**src/rtl/out_signature_misr_if.sv**
```systemverilog
// Port bundle for the output-signature MISR: capture control and monitored bus in, status and signature out.
interface out_signature_misr_if #(
    parameter int DATA_W = 159,
    parameter int SIG_W  = 32,
    parameter int CNT_W  = 16
);
    // data_valid qualifies data_in on every clock; there is no ready, the MISR accepts every valid sample.
    // start is a one-cycle pulse, honoured only while busy is low.
    logic              start;
    logic [CNT_W-1:0]  skip_cycles;
    logic [CNT_W-1:0]  num_cycles;
    logic              data_valid;
    logic [DATA_W-1:0] data_in;
    logic              busy;
    logic              done;
    logic [SIG_W-1:0]  signature;
    logic [CNT_W-1:0]  sample_count;
    logic [1:0]        state;

    modport master (
        output start, skip_cycles, num_cycles, data_valid, data_in,
        input  busy, done, signature, sample_count, state
    );

    modport slave (
        input  start, skip_cycles, num_cycles, data_valid, data_in,
        output busy, done, signature, sample_count, state
    );
endinterface

```
**src/rtl/out_signature_misr.sv**
```systemverilog
// Compresses a programmed window of valid bus samples into a MISR signature.
// The bus is XOR-folded to signature width, then clocked into a Galois-style MISR.
module out_signature_misr #(
    parameter int               DATA_W = 159,
    parameter int               SIG_W  = 32,
    parameter logic [SIG_W-1:0] POLY   = 32'h04C11DB7,
    parameter logic [SIG_W-1:0] SEED   = 32'hFFFFFFFF,
    parameter int               CNT_W  = 16
) (
    input  logic                 clk,
    input  logic                 rst_n,
    out_signature_misr_if.slave  bus
);
    localparam int CHUNKS = (DATA_W + SIG_W - 1) / SIG_W;
    localparam int K      = CHUNKS * SIG_W;

    localparam logic [1:0] S_IDLE = 2'd0;
    localparam logic [1:0] S_SKIP = 2'd1;
    localparam logic [1:0] S_RUN  = 2'd2;
    localparam logic [1:0] S_DONE = 2'd3;

    logic [1:0]       state;
    logic [SIG_W-1:0] signature;
    logic [CNT_W-1:0] sample_count;
    logic [CNT_W-1:0] skip_left;
    logic [CNT_W-1:0] num_limit;

    logic [K-1:0]     padded;
    logic [SIG_W-1:0] fold;
    logic [SIG_W-1:0] sig_step;
    logic             accept_start;

    always_comb begin
        padded               = '0;
        padded[DATA_W-1:0]   = bus.data_in;
        fold                 = '0;
        for (int c = 0; c < CHUNKS; c++) begin
            fold = fold ^ padded[c*SIG_W +: SIG_W];
        end
    end

    assign sig_step     = {signature[SIG_W-2:0], 1'b0}
                        ^ (signature[SIG_W-1] ? POLY : '0)
                        ^ fold;
    assign accept_start = bus.start && (state == S_IDLE || state == S_DONE);

    always_ff @(posedge clk or negedge rst_n) begin
        if (!rst_n) begin
            state        <= S_IDLE;
            signature    <= '0;
            sample_count <= '0;
            skip_left    <= '0;
            num_limit    <= '0;
        end else begin
            case (state)
                S_IDLE, S_DONE: begin
                    // The sample presented alongside start is never captured.
                    if (accept_start) begin
                        signature    <= SEED;
                        sample_count <= '0;
                        skip_left    <= bus.skip_cycles;
                        num_limit    <= bus.num_cycles;
                        if (bus.skip_cycles != '0)
                            state <= S_SKIP;
                        else if (bus.num_cycles != '0)
                            state <= S_RUN;
                        else
                            state <= S_DONE;
                    end
                end
                S_SKIP: begin
                    if (bus.data_valid) begin
                        skip_left <= skip_left - 1'b1;
                        if (skip_left == {{(CNT_W-1){1'b0}}, 1'b1})
                            state <= (num_limit != '0) ? S_RUN : S_DONE;
                    end
                end
                S_RUN: begin
                    if (bus.data_valid) begin
                        signature    <= sig_step;
                        sample_count <= sample_count + 1'b1;
                        if ((sample_count + 1'b1) == num_limit)
                            state <= S_DONE;
                    end
                end
                default: state <= S_IDLE;
            endcase
        end
    end

    assign bus.busy         = (state == S_SKIP) || (state == S_RUN);
    assign bus.done         = (state == S_DONE);
    assign bus.signature    = signature;
    assign bus.sample_count = sample_count;
    assign bus.state        = state;
endmodule
```
**src/flat_wrapper.sv**
```systemverilog
// flat-port wrapper written by rule: the top's interface ports become plain ports
module out_signature_misr_flat 
#(
    parameter int               DATA_W = 159,
    parameter int               SIG_W  = 32,
    parameter logic [SIG_W-1:0] POLY   = 32'h04C11DB7,
    parameter logic [SIG_W-1:0] SEED   = 32'hFFFFFFFF,
    parameter int               CNT_W  = 16
)
  (clk, rst_n, bus_start, bus_skip_cycles, bus_num_cycles, bus_data_valid, bus_data_in, bus_busy, bus_done, bus_signature, bus_sample_count, bus_state);
  out_signature_misr_if #(.DATA_W(DATA_W), .SIG_W(SIG_W), .CNT_W(CNT_W)) bus_i ();
  input  logic clk;
  input  logic rst_n;
  input wire logic [$bits(bus_i.start)-1:0] bus_start;
  input wire logic [$bits(bus_i.skip_cycles)-1:0] bus_skip_cycles;
  input wire logic [$bits(bus_i.num_cycles)-1:0] bus_num_cycles;
  input wire logic [$bits(bus_i.data_valid)-1:0] bus_data_valid;
  input wire logic [$bits(bus_i.data_in)-1:0] bus_data_in;
  output wire logic [$bits(bus_i.busy)-1:0] bus_busy;
  output wire logic [$bits(bus_i.done)-1:0] bus_done;
  output wire logic [$bits(bus_i.signature)-1:0] bus_signature;
  output wire logic [$bits(bus_i.sample_count)-1:0] bus_sample_count;
  output wire logic [$bits(bus_i.state)-1:0] bus_state;
  assign bus_i.start = bus_start;
  assign bus_i.skip_cycles = bus_skip_cycles;
  assign bus_i.num_cycles = bus_num_cycles;
  assign bus_i.data_valid = bus_data_valid;
  assign bus_i.data_in = bus_data_in;
  assign bus_busy = bus_i.busy;
  assign bus_done = bus_i.done;
  assign bus_signature = bus_i.signature;
  assign bus_sample_count = bus_i.sample_count;
  assign bus_state = bus_i.state;
  out_signature_misr #(.DATA_W(DATA_W), .SIG_W(SIG_W), .POLY(POLY), .SEED(SEED), .CNT_W(CNT_W)) u_core (.clk(clk), .rst_n(rst_n), .bus(bus_i));
endmodule
```
**config.mk**
```make
export PLATFORM = sky130hd
export DESIGN_NAME = out_signature_misr_flat
export DESIGN_NICKNAME = d
export VERILOG_FILES = /design/src/rtl/out_signature_misr_if.sv /design/src/rtl/out_signature_misr.sv /design/src/flat_wrapper.sv
export SDC_FILE = /design/constraint.sdc
export NUM_CORES = 1
export LEC_CHECK = 0
export ABC_AREA = 0
export CAP_MARGIN = 20
export CORE_ASPECT_RATIO = 1.4
export CORE_UTILIZATION = 47
export CTS_CLUSTER_DIAMETER = 40
export DETAILED_ROUTE_END_ITERATION = 8
export HOLD_SLACK_MARGIN = 0.15
export PLACE_DENSITY_LB_ADDON = 0.05
export SYNTH_ARGS = -nofsm -noshare
export SYNTH_HDL_FRONTEND = slang
export SYNTH_SLANG_ARGS = --single-unit
```
**constraint.sdc**
```tcl
create_clock -name clk -period 4.75 [get_ports clk]
set_input_delay 0.475 -clock clk [delete_from_list [all_inputs] [get_ports clk]]
set_output_delay 0.475 -clock clk [all_outputs]
set_load 0.01 [all_outputs]
```
# Yosys cells after proc, flatten, opt, wreduce, memory -nomap -nowiden
# Index checks and enable logic that the tools add are counted.
# word_totals
regBits	82
latch_bits	0
ram_bits	0
rom_bits	0
out_inout_bits	52
n_memories	0
# op_classes
n_addsub	2
mul	0
div	0
magnitude_cmp	0
eq_ne	10
shifts	0
mux	19
bitwise	6
n_reduce_logical	14
# op_table
operator	count
32-bit bitwise XOR	5
16-bit 2-to-1 mux	4
32-bit 2-to-1 mux	2
16-bit case mux with 2 select lines	2
32-bit case mux with 2 select lines	1
16-bit nonzero test	3
32-bit by 31-bit bitwise XOR with 32-bit output	1
27-bit 2-to-1 mux	1
16-bit by 1-bit adder with 16-bit output (second input constant)	1
16-bit by 1-bit == test with 1-bit output (second input constant)	1
16-bit == test	1
16-bit by 1-bit subtractor with 16-bit output (second input constant)	1
2-bit 2-to-1 mux	6
2-bit by 1-bit != test with 1-bit output (second input constant)	3
2-bit case mux with 3 select lines	1
3-bit AND reduction	2
5-bit AND reduction	1
2-bit == test (second input constant)	2
2-bit != test (second input constant)	2
2-bit nonzero test	2
2-bit by 1-bit == test with 1-bit output (second input constant)	1
2-bit zero test	1
1-bit logical OR	2
1-bit 2-to-1 mux	2
3 further kinds	3

# Depth between registers and ports, before layout
# depth
word_depth	7
mapped_depth	10
mapped_depth_nobuf	9

# Least setup slack after synthesis
# Ideal clock, no wire load.
# synth_timing
path_kind	reg-to-reg
from	register u_core.sample_count[0], in the netlist u_core.bus.sample_count[0]
to	register u_core.state[0], in the netlist u_core.bus.state[0]
setup_time_ps	128
arrival_time_ps	2427
required_time_ps	4622
setup_slack_ps	2195
path_stages_with_launch	9
n_path_buf	0
synth_period_minus_slack_ps	2555
path_cell_list	dfrtp_1 -> ha_1 -> nand3_2 -> nor4_4 -> xnor2_1 -> a2111oi_0 -> o211ai_2 -> a21oi_2 -> mux2_1
# synth_between
elab_chain_cells	4
# synth_lines
item	line_no	text
from (decl)	out_signature_misr.sv:24	logic [CNT_W-1:0] sample_count;
from (signal assigned)	out_signature_misr.sv:81	sample_count <= sample_count + 1'b1;
16-bit by 1-bit adder with 16-bit output	out_signature_misr.sv:82	if ((sample_count + 1'b1) == num_limit)
16-bit == test	out_signature_misr.sv:82	
2-bit by 1-bit != test with 1-bit output (no source line)	n/a	
5-bit AND reduction (no source line)	n/a	
to (signal assigned)	out_signature_misr.sv:75	state <= (num_limit != '0) ? S_RUN : S_DONE;
to (decl)	out_signature_misr.sv:22	logic [1:0] state;
# Every way passes these cells.
# A chain may end at the register's enable or synchronous reset.

# Final worst setup path
# Ends and elaborated chain as after synthesis.

==> results.sh <==
export IMPL_status="finished clean"
export IMPL_die_y_um=133
export IMPL_post_cts_buffers=0
export IMPL_avgSynthCellArea_um2=9.25
export IMPL_yosys_top_cells_count="173 x xnor2_1, 82 x dfrtp_1, 49 x a21oi_1, 45 x nor2_1, 37 x o21ai_0"
export IMPL_cts_sinks=82
export IMPL_overflow=0
export IMPL_num_rows=47
export IMPL_p_total_mw=4.20
export IMPL_nNetsFinal=1056
export IMPL_cts_max_level=3
export IMPL_clk_pin_slew_worst_paths_ns=0.06
export IMPL_seqCellArea_mm2=0.00205
export IMPL_yosysTopAreaCellShare=0.357
export IMPL_core_area_mm2=0.0119
export IMPL_ys_seq_elements=82
export IMPL_synthTopCellsByArea="dfrtp_1 36%, xnor2_1 26%, a21oi_1 4.3%"
export IMPL_switching_share=0.401
export IMPL_hold_viol=0
export IMPL_power_leakage_nw=3.08
export IMPL_synthCells=621
export IMPL_place_area_mm2=0.00829
export IMPL_final_layout_size_suffix_gt1_frac=0.0501
export IMPL_pwr_share_clk=0.180
export IMPL_net_switching_power_mw=1.68
export IMPL_num_vias=5528
export IMPL_cts_root_buf="clkbuf_16"
export IMPL_cap_violations=0
export IMPL_seq_power_share=0.297
export IMPL_synth_async_reset_ratio=1.00
export IMPL_powerDensity_mw_per_mm2=485
export IMPL_grt_total_usage=0.274
export IMPL_io_pins=247
export IMPL_place_congestion=0.881
export IMPL_max_vdd_ir_drop_v=0.000364
export IMPL_drt_first_iter_violations=219
export IMPL_routed_wl_um=17000
export IMPL_post_route_cell_area_mm2=0.00865
export IMPL_synth_nets=822
export IMPL_fin_worst_skew_ns=0.00894
export IMPL_holdWs_ns=0.503
export IMPL_fillCellCount=923
export IMPL_ys_types=49
export IMPL_grt_setup_unrepaired="false"
export IMPL_area_growth_pct=50.5
export IMPL_end_kind="register"
export IMPL_start_util=0.484
export IMPL_comb_power_share=0.522
export IMPL_multi_input_area_mm2=0.00354
export IMPL_synth_edff_count=0
export IMPL_die_area_mm2=0.0127
export IMPL_worst_pin_slew_ns=1.02
export IMPL_crit_arrival_ns=3.09
export IMPL_firstDrtPassIters=4
export IMPL_internal_power_mw=2.51
export IMPL_cts_resized=0
export IMPL_crit_type="reg -> reg"
export IMPL_hold_path_class="in -> async"
export IMPL_grt_pass1_wl_um=26700
export IMPL_wl_per_cell_um=16.9
export IMPL_antennaDiodeCount=0
export IMPL_drv_slew=0
export IMPL_netlist_area_mm2=0.00575
export IMPL_period_needed_ns=2.89
export IMPL_fin_setup_tns_ns=0
export IMPL_dieWidth_um=95.4
export IMPL_seq_area_frac_synth=0.357
export IMPL_yosysTopAreaCell="dfrtp_1"
export IMPL_relSlewSlack=0.314
export IMPL_worstSetupStartpointType="register"
export IMPL_grt_max_degree=83
export IMPL_antenna_found_initial=0
export IMPL_insertion_delay_ns=0.34
export IMPL_grt_pass1_vias=5589
export IMPL_cts_hold_buf=0
export IMPL_yosys_warnings=0
export IMPL_numCtsBuffers=9
export IMPL_required_ns=4.96
export IMPL_ant_nets=0
export IMPL_fin_crit_sh=0.608
export IMPL_synthFlopType="dfrtp_1"
export IMPL_cts_tree="yes"
export IMPL_avgViaCountPerCell=5.50
export IMPL_cts_path_max_buffers=2
export IMPL_setup_viol=0
export IMPL_portBuffers=246
export IMPL_drc=0
export IMPL_fmax_mhz=347
export IMPL_r2r_cells=8
export IMPL_yosysMostFrequentCell="xnor2_1"
export IMPL_hpwl_um=13300
export IMPL_critical_path_max_fanout=8
[sequential cells by signal, indices dropped and copies added, names as in the netlist]
register,cells
u_core.skip_left,16
u_core.bus.state,2
u_core.bus.sample_count,16
u_core.num_limit,16
u_core.bus.signature,32
[per-layer routing]
layer / routed length (um) / part of all wire / track usage
met4: 685 / 0.040 / 0.133
met5: 0 / 0 / 0
met1: 6120 / 0.36 / 0.301
met2: 8980 / 0.53 / 0.486
met3: 1240 / 0.073 / 0.0603
[cell families after synthesis]
group                      share of synthesized area
muxes                                         0.0422
xor gates and xnor gates                       0.293
buffers and inverters                         0.0270
adders and majority gates                     0.0131
and+or+nand+nor                                0.135
AOI/OAI and AO/OA                              0.132
DFF                                            0.357
[layout by cell type, fill, tap and decap left out, types with 9 or more instances in the layout]
cell type and instances:
a21oi_1 49, dfrtp_1 82, nor4_1 15, nand2_1 30, o21ai_0 37, xor2_1 19
nor2_1 45, xnor2_1 173, clkdlybuf4s50_1 245, mux2_2 16, nand3_1 19, o22ai_1 14
clkbuf_16 9
[cell type report]
class                   instances  area share
flip-flops and latches         82       0.237
clock buffers                  13      0.0301
clock inverters                 2     0.00694
repair buffers                251       0.291
multi-input cells             503       0.410
well taps                     147      0.0213
inverters                       8     0.00347
[power by group through the flow]
| stage | Clock, mW | Combinational, mW | Sequential [mW] |
|---|---|---|---|
| 6_report | 0.757 | 2.19 | 1.25 |
| 5_1_grt | 0.795 | 2.41 | 1.28 |
| 4_1_cts | 0.767 | 2.20 | 1.24 |
| 3_5_place_dp | 0 | 2.19 | 1.25 |
| 3_3_place_gp | 0 | 2.13 | 1.24 |
| 2_1_floorplan | 0 | 1.46 | 1.20 |
[per-stage QoR]
stage	instances	util	setup WS, ns
floorplan	621	-	2.20
global placement	989	0.698	2.02
detailed placement	989	0.698	1.84
CTS	1004	0.725	1.86
global route	1006	0.728	1.64
finish	1006	0.728	1.86
[critical path, cell delays in order, from the launching register on]
cell	delay, ns
dfrtp_1	0.48
ha_1	0.35
nand3_2	0.18
nor4_4	0.36
xnor2_1	0.11
a2111oi_0	0.52
o211ai_2	0.21
a21oi_2	0.21
mux2_1	0.35
[path summary, 6_finish.rpt]
check / start / endpoint / slack (ns)
min in group clk: u_core.skip_left[0] / u_core.skip_left[0] / 0.56
setup / recovery: u_core.bus.sample_count[0] / u_core.bus.state[0] / 1.86
max in group asynchronous: rst_n / u_core.bus.signature[16] / 3.66
hold reg to reg: u_core.skip_left[0] / u_core.skip_left[0] / 0.56
setup reg to reg: u_core.bus.sample_count[0] / u_core.bus.state[0] / 1.86
hold / removal: rst_n / u_core.skip_left[1] / 0.50
Power figures use the tool's default switching activity.
==> RTL change: new RTL, same settings <==
`SIG_W` is set to 32 in 3 places; all go to 48.
--- a/src/rtl/out_signature_misr_if.sv
+++ b/src/rtl/out_signature_misr_if.sv
@@ -1,7 +1,7 @@
 // Port bundle for the output-signature MISR: capture control and monitored bus in, status and signature out.
 interface out_signature_misr_if #(
     parameter int DATA_W = 159,
-    parameter int SIG_W  = 32,
+    parameter int SIG_W  = 48,
     parameter int CNT_W  = 16
 );
     // data_valid qualifies data_in on every clock; there is no ready, the MISR accepts every valid sample.
--- a/src/rtl/out_signature_misr.sv
+++ b/src/rtl/out_signature_misr.sv
@@ -2,7 +2,7 @@
 // The bus is XOR-folded to signature width, then clocked into a Galois-style MISR.
 module out_signature_misr #(
     parameter int               DATA_W = 159,
-    parameter int               SIG_W  = 32,
+    parameter int               SIG_W  = 48,
     parameter logic [SIG_W-1:0] POLY   = 32'h04C11DB7,
     parameter logic [SIG_W-1:0] SEED   = 32'hFFFFFFFF,
     parameter int               CNT_W  = 16
--- a/src/flat_wrapper.sv
+++ b/src/flat_wrapper.sv
@@ -2,7 +2,7 @@
 module out_signature_misr_flat 
 #(
     parameter int               DATA_W = 159,
-    parameter int               SIG_W  = 32,
+    parameter int               SIG_W  = 48,
     parameter logic [SIG_W-1:0] POLY   = 32'h04C11DB7,
     parameter logic [SIG_W-1:0] SEED   = 32'hFFFFFFFF,
     parameter int               CNT_W  = 16
Interface: changed (resized bus_signature); port bits go from 247 to 263. No check against the original RTL was run, so the function may have changed too.
==> RTL change against the unedited design <==
- cell area is 8.7% higher
- synthesized cell count is 7.6% higher
- core utilization is 0.13 points lower
- combinational power is 13% higher
- sequential cell count is 16 higher
- critical path type unchanged
- setup slack better by 0.053 ns
- cell count is 9.6% higher
- via count is 5.5% higher
- synthesized area is 9.6% higher
- wire length is 11% higher
- total power is 12% higher
==> RTL change: results (changes against the unedited design) <==
Leak: 3.489 nW (was 3.082 nW)
Critical path arrival: 3.09 ns (about the same)
Global-route wire length before repair: 29,410 µm (was 26,680 µm)
Routability cong.: 0.8657 (was 0.8814)
Max VDD drop: 343.8 µV (was 363.9 µV)
Slew HR: 37.86% (was 31.37%)
Worst hold path type: reg -> reg (was in -> async)
Top Usage Layer GRT: met2 (unchanged)
Syn Nets: 869 (was 822)
Synth area leaders: dfrtp_1 39%, xnor2_1 21%, xor2_1 6.0% (was dfrtp_1 36%, xnor2_1 26%, a21oi_1 4.3%)
CP delay by family, top: compound AO/OA/AOI/OAI gates (unchanged)
Netlist cell types: 48 (was 49)
Placed cells: 1,086 (was 989)
Critical-path maximum fanout: 23 (was 8)
Synth Area in XOR/XNOR: 27.12% (was 29.27%)
Seq. pwr: 1.45 mW (was 1.25 mW)
Drt first pass iters: 5 (was 4)
Grt met2 use: 48.46% (was 48.61%)
Setup Buffers After CTS: 0 (unchanged)
Post-CTS Hold Fix Bufs: 1 (was 0)
Number of fillers in the final layout: 1,021 (was 923)
Synth Area in Compound Gates: 12.67% (was 13.24%)
DRT Wirelength: 18,870 µm (was 17,040 µm)
Vias in the first global route: 5,888 (was 5,589)
Met1 Use GR: 32.12% (was 30.11%)
Antenna Cells: 0 (unchanged)
Outcome: finished clean (unchanged)
Sw Pwr: 1.889 mW (was 1.685 mW)
Comb group: 2.48 mW (was 2.19 mW)
Worst slack, placed: 1.978 ns (was 1.837 ns)
Htree depth: 3 (unchanged)
Number of flip-flops in the largest register: 48 (was 32)
Met3 Resource Use GR: 5.343% (was 6.034%)
Placed Area: 0.009079 mm² (was 0.008292 mm²)
Setup TNS: 0 ns (unchanged)
CTS max path bufs: 2 (unchanged)
Largest stage delay, worst path: 0.71 ns (was 0.52 ns)
Synthesized netlist cell count: 668 (was 621)
Share of layout cells above drive strength 1: 5.297% (was 5.006%)
Synthesized-area fraction occupied by adder cells: 1.192% (was 1.307%)
Post-synthesis sequential area ratio: 38.94% (was 35.71%)
HPWL Detailed: 15,050 µm (was 13,350 µm)
Total GRT Usage: 27.19% (was 27.41%)
Routed len/inst: 17.10 µm (was 16.94 µm)
Warnings, synthesis: 0 (unchanged)
Ys flop type: dfrtp_1 (unchanged)
Post-synthesis mux area share: 4.132% (was 4.225%)
Vias per cell: 5.286 (was 5.495)
Initial DRC Count: 300 (was 219)
Synth top cells by count: 152 x xnor2_1, 98 x dfrtp_1, 52 x nand2_1 (was 173 x xnor2_1, 82 x dfrtp_1, 49 x a21oi_1)
Clock skew: 0.009426 ns (was 0.008945 ns)
Cts repair resizes: 0 (unchanged)
CP max stage cell: o21a_1 (was a2111oi_0)
Largest net degree at the start of global routing: 65 (was 83)
Seq pwr share: 30.8% (was 29.7%)
Port Buffers: 262 (was 246)
Worst-path clk slew: 0.06 ns (about the same)
Largest reg by FF count: u_core.bus.signature (unchanged)
[RTL change: cell count changes after synthesis, sizes merged, moves of 4 or more]
cell	before	now
o21ai	39	51
inv	8	12
xor2	19	43
nand2	30	52
nor3	6	14
a31oi	5	1
dfrtp	82	98
xnor2	173	152
[RTL change: worst min-delay path: stages, from the launching register on]
cell     delay [ns]
dfrtp_1        0.38
nand2_1        0.05
o21ai_0        0.06
[RTL change: worst paths after layout]
path | from | end | slack (ns) | depth (start not counted)
min reg2reg | u_core.bus.signature[46]$_DFFE_PN0P_ | u_core.bus.signature[46]$_DFFE_PN0P_ | 0.53 | 2
max | u_core.bus.state[0]$_DFFE_PN0P_ | u_core.bus.signature[14]$_DFFE_PN0P_ | 1.92 | 8
max in group asynchronous | rst_n | u_core.bus.signature[4]$_DFFE_PN0P_ | 2.97 | 3
max reg2reg | u_core.bus.state[0]$_DFFE_PN0P_ | u_core.bus.signature[14]$_DFFE_PN0P_ | 1.92 | 8
min in group asynchronous | rst_n | u_core.skip_left[8]$_DFFE_PN0P_ | 0.62 | 2
min | u_core.bus.signature[46]$_DFFE_PN0P_ | u_core.bus.signature[46]$_DFFE_PN0P_ | 0.53 | 2
[RTL change: cell type report]
cell class / count / area (µm²) / area share (%)
clock buffer: 14 / 254.0 / 2.701
clock inverter: 2 / 60.06 / 0.6387
inverter: 12 / 45.04 / 0.4790
multi-input combinational: 531 / 3701 / 39.36
sequential: 98 / 2452 / 26.08
tap: 178 / 222.7 / 2.369
timing repair buffer: 268 / 2668 / 28.37
[RTL change: routing by layer]
metal	part of all wire, %	wire [µm]	vias to the layer above
met3	7.0	1328	27
met5	0	0	-
met1	38	7193	2780
li1	-	-	2794
met2	53	9950	229
met4	2.1	393	0
